===== src/rtl/alu_8bit_unit.sv =====
// Registered 8-bit ALU: 16 opcodes, 8-bit result plus 8-bit auxiliary carry word.
// Define ALU_DIV_EN to build the combinational divider for opcode 0x3.
module alu_8bit_unit (
  input  logic       clk,
  input  logic       rst_n,
  input  logic [7:0] A,
  input  logic [7:0] B,
  input  logic [3:0] opcode,
  output logic [7:0] carry,
  output logic [7:0] result
);

  logic [7:0]  result_d, carry_d, result_q, carry_q;
  logic [8:0]  sum;
  logic [7:0]  diff;
  logic [15:0] prod;

  assign sum  = {1'b0, A} + {1'b0, B};
  assign diff = A - B;
  assign prod = {8'h00, A} * {8'h00, B};

  always_comb begin
    result_d = 8'h00;
    carry_d  = 8'h00;
    casez (opcode)
      4'h0: begin result_d = sum[7:0]; carry_d = {7'b0, sum[8]}; end
      4'h1: begin result_d = diff;     carry_d = {7'b0, A < B};  end
      4'h2: begin result_d = prod[7:0]; carry_d = prod[15:8];    end
`ifdef ALU_DIV_EN
      4'h3: begin
        // Divide by zero saturates both words rather than trapping.
        if (B == 8'h00) begin
          result_d = 8'hFF;
          carry_d  = 8'hFF;
        end else begin
          result_d = A / B;
          carry_d  = A % B;
        end
      end
`else
      4'h3: begin result_d = 8'h00; carry_d = 8'h00; end
`endif
      4'h4: begin result_d = {A[6:0], 1'b0}; carry_d = {7'b0, A[7]}; end
      4'h5: begin result_d = {1'b0, A[7:1]}; carry_d = {7'b0, A[0]}; end
      4'h6: result_d = {A[6:0], A[7]};
      4'h7: result_d = {A[0], A[7:1]};
      4'h8: result_d = A & B;
      4'h9: result_d = A | B;
      4'hA: result_d = A ^ B;
      4'hB: result_d = ~(A | B);
      4'hC: result_d = ~(A & B);
      4'hD: result_d = ~(A ^ B);
      4'hE: begin result_d = {7'b0, A > B}; carry_d = {7'b0, A < B}; end
      4'hF: result_d = {7'b0, A == B};
      default: begin result_d = 8'h00; carry_d = 8'h00; end
    endcase
  end

  always_ff @(posedge clk or negedge rst_n) begin
    if (!rst_n) begin
      result_q <= 8'h00;
      carry_q  <= 8'h00;
    end else begin
      result_q <= result_d;
      carry_q  <= carry_d;
    end
  end

  assign result = result_q;
  assign carry  = carry_q;

endmodule


===== config.mk =====
export PLATFORM = sky130hd
export DESIGN_NAME = alu_8bit_unit
export DESIGN_NICKNAME = d
export VERILOG_FILES = /design/src/rtl/alu_8bit_unit.sv
export SDC_FILE = /design/constraint.sdc
export NUM_CORES = 1
export LEC_CHECK = 0
export CAP_MARGIN = 10
export CELL_PAD_IN_SITES_DETAIL_PLACEMENT = 1
export CELL_PAD_IN_SITES_GLOBAL_PLACEMENT = 2
export CORE_MARGIN = 3
export CORE_UTILIZATION = 35
export CTS_CLUSTER_DIAMETER = 120
export CTS_CLUSTER_SIZE = 28
export DETAILED_ROUTE_END_ITERATION = 8
export PLACE_DENSITY_LB_ADDON = 0.1
export SETUP_SLACK_MARGIN = 0.15
export SYNTH_ARGS = -nofsm -noshare
export SYNTH_HDL_FRONTEND = slang
export SYNTH_SLANG_ARGS = --single-unit

===== constraint.sdc =====
create_clock -name clk -period 0.8 [get_ports clk]
set_clock_uncertainty 0.2 [all_clocks]
set_input_delay 0.24 -clock clk [delete_from_list [all_inputs] [get_ports clk]]
set_output_delay 0.24 -clock clk [all_outputs]
set_load 0.03 [all_outputs]

==> results_tabular.tex, run 1 <==
\begin{tabular}{lr}
\hline
Metric & Value \\
\hline
\multicolumn{2}{l}{\textbf{Detailed routing}} \\
\quad Number of DRC markers after the initial detailed-route iteration & 278 \\
\quad First-pass detailed-route iteration total & 4 \\
\quad Detailed-route wire length per cell & 23.26 µm \\
\quad Sum of routed wire length over all layers & 19.98 mm \\
\quad DRC violations left & 0 \\
\quad Routed via count & 4747 \\
\quad Number of vias per cell & 5.526 \\
\quad Remaining number of nets flagged by the antenna check after routing & 0 \\
\multicolumn{2}{l}{\textbf{Floorplan}} \\
\quad IO Count & 38 \\
\quad Total number of placement rows & 38 \\
\quad Core ar. & 11130 µm² \\
\quad DIE AREA & 13070 µm² \\
\quad Die Y & 114.3 µm \\
\quad Starting density of the core & 36.91\% \\
\quad Die boundary width & 114.3 µm \\
\multicolumn{2}{l}{\textbf{Placement}} \\
\quad Weighted congestion at the end of routability-driven global placement & 0.9034 \\
\quad Number of placed cells counting well taps & 820 \\
\quad Post-detail-place hpwl & 14.28 mm \\
\quad Number of I/O port buffers & 37 \\
\quad Dpl cell area & 5984 µm² \\
\multicolumn{2}{l}{\textbf{Final layout}} \\
\quad Area of the multi-input gates & 4046 µm² \\
\quad Filler Cell Count & 1251 \\
\quad Final non-filler cell area & 7118 µm² \\
\quad Antenna diode instance count & 0 \\
\quad Sequential cell area & 419.2 µm² \\
\quad Post-route insts no fill & 859 \\
\quad Post-synthesis to final-layout area growth & 73.34\% \\
\quad Layout Nets & 840 \\
\quad Layout cells sized above 1 & 52.57\% \\
\multicolumn{2}{l}{\textbf{Synthesis}} \\
\quad Net count of the mapped netlist & 632 \\
\quad Post-synthesis cell type count & 60 \\
\quad Number of enable flip-flop cells after synthesis & 0 \\
\quad Yosys top cell by area & fa\_1 \\
\quad Top post-synthesis cells by area & fa\_1 19\%, ha\_1 18\%, dfrtp\_1 9.8\% \\
\quad Synthesis-stage register bit count & 16 \\
\quad Post-synth top cells & 80 x nor2\_1, 74 x inv\_1, 60 x ha\_1 \\
\quad Most used flip-flop cell after synthesis & dfrtp\_1 \\
\quad Share of flip-flops with an asynchronous set or reset & 100.0\% \\
\quad Proportion of synthesized chip area in sequential cells & 9.750\% \\
\quad Most numerous cell in the Yosys netlist & nor2\_1 \\
\quad Post-Syn Instances & 512 \\
\quad Total standard cell area after synthesis & 4106 µm² \\
\quad Mean cell area of the mapped netlist & 8.020 µm² \\
\quad Synth warn & 0 \\
\quad Area share of the leading cell type in the synthesized netlist & 18.53\% \\
\multicolumn{2}{l}{\textbf{STA}} \\
\quad Slew Viols, Final & 0 \\
\quad Fin crit period & 4.074 ns \\
\quad Pin slew with the least headroom to its limit & 0.5342 ns \\
\quad Tcrit/Tclk final & 509.3\% \\
\quad Worst path setup slack after routing & -3.274 ns \\
\quad Fmax & 0.2454 GHz \\
\quad Hold Violations, Final & 8 \\
\quad Worst hold margin & -0.05805 ns \\
\quad RSZ-0062 raised after global routing & yes \\
\quad Max-Slew Margin vs Limit & 64.09\% \\
\quad Final setup fails & 32 \\
\multicolumn{2}{l}{\textbf{Pwr}} \\
\quad VDD IR-drop max & 2825 µV \\
\quad Overall power consumption & 12.56 mW \\
\quad PD cells & 1765 nW/µm² \\
\quad Leakage & 3.306 nW \\
\multicolumn{2}{l}{\textbf{Worst setup path}} \\
\quad Critical path, cell by cell & buf\_8, buf\_6, nand2\_4, fa\_1, fa\_1, inv\_2, fa\_1, inv\_2, fa\_1, inv\_2, ha\_4, or3\_4, o221a\_4, a21o\_1, xnor2\_1, nor2\_1 \\
\quad Critical path type & in2reg \\
\quad Maximum fanout along the worst path & 3 \\
\quad Largest stage delay on the critical path & 0.60 ns \\
\quad Slowest stage cell on the critical path & fa\_1 \\
\quad Crit path required time & 0.74 ns \\
\quad Kind of capture point of the worst setup path & register \\
\quad Startpoint type of the worst setup path & primary input \\
\quad Cell seen most often among critical-path stages & fa\_1 \\
\quad CP Data Arrival Time & 4.01 ns \\
\multicolumn{2}{l}{\textbf{Clock network}} \\
\quad Max H-tree Level & 1 \\
\quad Clock transition at the registers of the reported paths & 0.05 ns \\
\quad CTS tree & yes \\
\quad CTS Sinks & 16 \\
\quad Root cell of the clock tree & clkbuf\_16 \\
\quad Clk buf depth & 2 \\
\quad Clock buffers created by TritonCTS & 3 \\
\multicolumn{2}{l}{\textbf{Global routing}} \\
\quad Tot GR Track Use & 30.44\% \\
\quad Initial antenna violation count & 0 \\
\quad Grt total ovfl & 0 \\
\quad Maximum number of pins on one net before global-route repair & 21 \\
\quad Via count of the first global-routing pass & 5396 \\
\quad First-pass GRT wire length & 30.57 mm \\
\multicolumn{2}{l}{\textbf{Worst hold path}} \\
\quad Class of the tightest hold or removal check & in2async \\
\multicolumn{2}{l}{\textbf{Run}} \\
\quad Number of max-capacitance violations reported & 0 \\
\multicolumn{2}{l}{\textbf{Status}} \\
\quad Run status & finished, violations left \\
\quad Violations in the final reports & negative hold slack, negative setup slack \\
\hline
\end{tabular}
[logic make-up (layout without fill, tap and decap cells)]
family	after synthesis	count (layout)	synth area share, %
and+or+nand+nor	163	163	17.70
AOI/OAI and AO/OA	110	110	20.29
adders and majority gates	98	98	36.81
buffers and inverters	98	305	9.324
xor gates and xnor gates	16	16	3.412
DFF	16	16	9.750
muxes	11	11	2.712
[worst max path at each step]
stage	start	to	cells after the start
2_1_floorplan	B[2]	carry[6]	16
3_3_place_gp	A[3]	carry[6]	15
3_5_place_dp	A[3]	carry[6]	16
4_1_cts	B[4]	carry[4]	15
5_1_grt	B[2]	carry[6]	16
6_report	B[2]	carry[6]	16
[layout make-up]
type	instances	area share, %
Clock buffer	4	1.107
Inverter	79	5.308
Multi-Input combinational cell	398	56.85
Sequential cell	16	5.889
Tap cell	140	2.461
Timing Repair Buffer	222	28.39
[metrics by stage]
step                      setup TNS [ns]  hold slack [ns]  setup slack (ns)  util (%)
after detailed placement          -62.03           0.4090            -4.132     53.79
after CTS                         -50.08         -0.04599            -3.237     61.10
after floorplan                   -40.86          -0.2556            -3.236         -
after global placement            -60.77           0.3854            -4.017     53.79
after global routing              -53.14         -0.05300            -3.413     63.98
final                             -51.14         -0.05805            -3.274     63.98
[where the power goes]
group	switching, mW	internal, mW
clock network	0.317	0.676
logic	5.40	5.18
registers	0.0509	0.931
[state kept, by name, summed over array words and instances (netlist names)]
name / count
carry: 8
result: 8
[critical path: cells and delay by family]
family	cells	cell delay, ns
compound gates	2	0.50
simple gates	3	0.48
fa+ha+maj	5	2.29
xor+xnor	1	0.13
buf+inv	5	0.36
[layer usage]
layer / vias up / share of wire (%) / GRT usage (%)
met1: 2374 / 37 / 35.61
met4: 0 / 4.7 / 12.35
met3: 60 / 5.0 / 4.228
met2: 157 / 53 / 55.58
li1: 2156 / - / -
met5: - / 0 / 0
[timing repair]
action,in CTS,in global routing
setup endpoints to repair,48,32
hold endpoints to repair,8,8
gates resized for setup,200,61
pin swaps,73,64
gates cloned,1,0
buffers inserted,26,8
[placed cells by master (no fill, tap or decap), types with 5 or more instances in the layout]
| cell type | instances |
|---|---|
| fa_2 | 8 |
| nor2_2 | 10 |
| o21ai_0 | 8 |
| inv_1 | 46 |
| xnor2_1 | 8 |
| buf_4 | 155 |
| a32oi_1 | 6 |
| nand2b_1 | 6 |
| o21ai_2 | 5 |
| nor3_1 | 9 |
| inv_2 | 17 |
| buf_6 | 42 |
| fa_1 | 30 |
| buf_12 | 8 |
| buf_8 | 8 |
| a21oi_2 | 5 |
| ha_4 | 20 |
| nor2_4 | 17 |
| dfrtp_2 | 15 |
| nand2_1 | 31 |
| nor2_1 | 53 |
| nor2b_1 | 7 |
| clkinvlp_4 | 9 |
| a21oi_1 | 11 |
| a21o_1 | 9 |
| xor2_1 | 5 |
| mux2i_1 | 9 |
| ha_1 | 38 |
Note: power is estimated with default switching activity, not from simulation.
==> inputs of run 2 (changes only) <==
Settings changed: HOLD_SLACK_MARGIN set to 0.12.
==> results of run 2 <==
The final DEF is identical to that of run 1; final timing and power are the same.
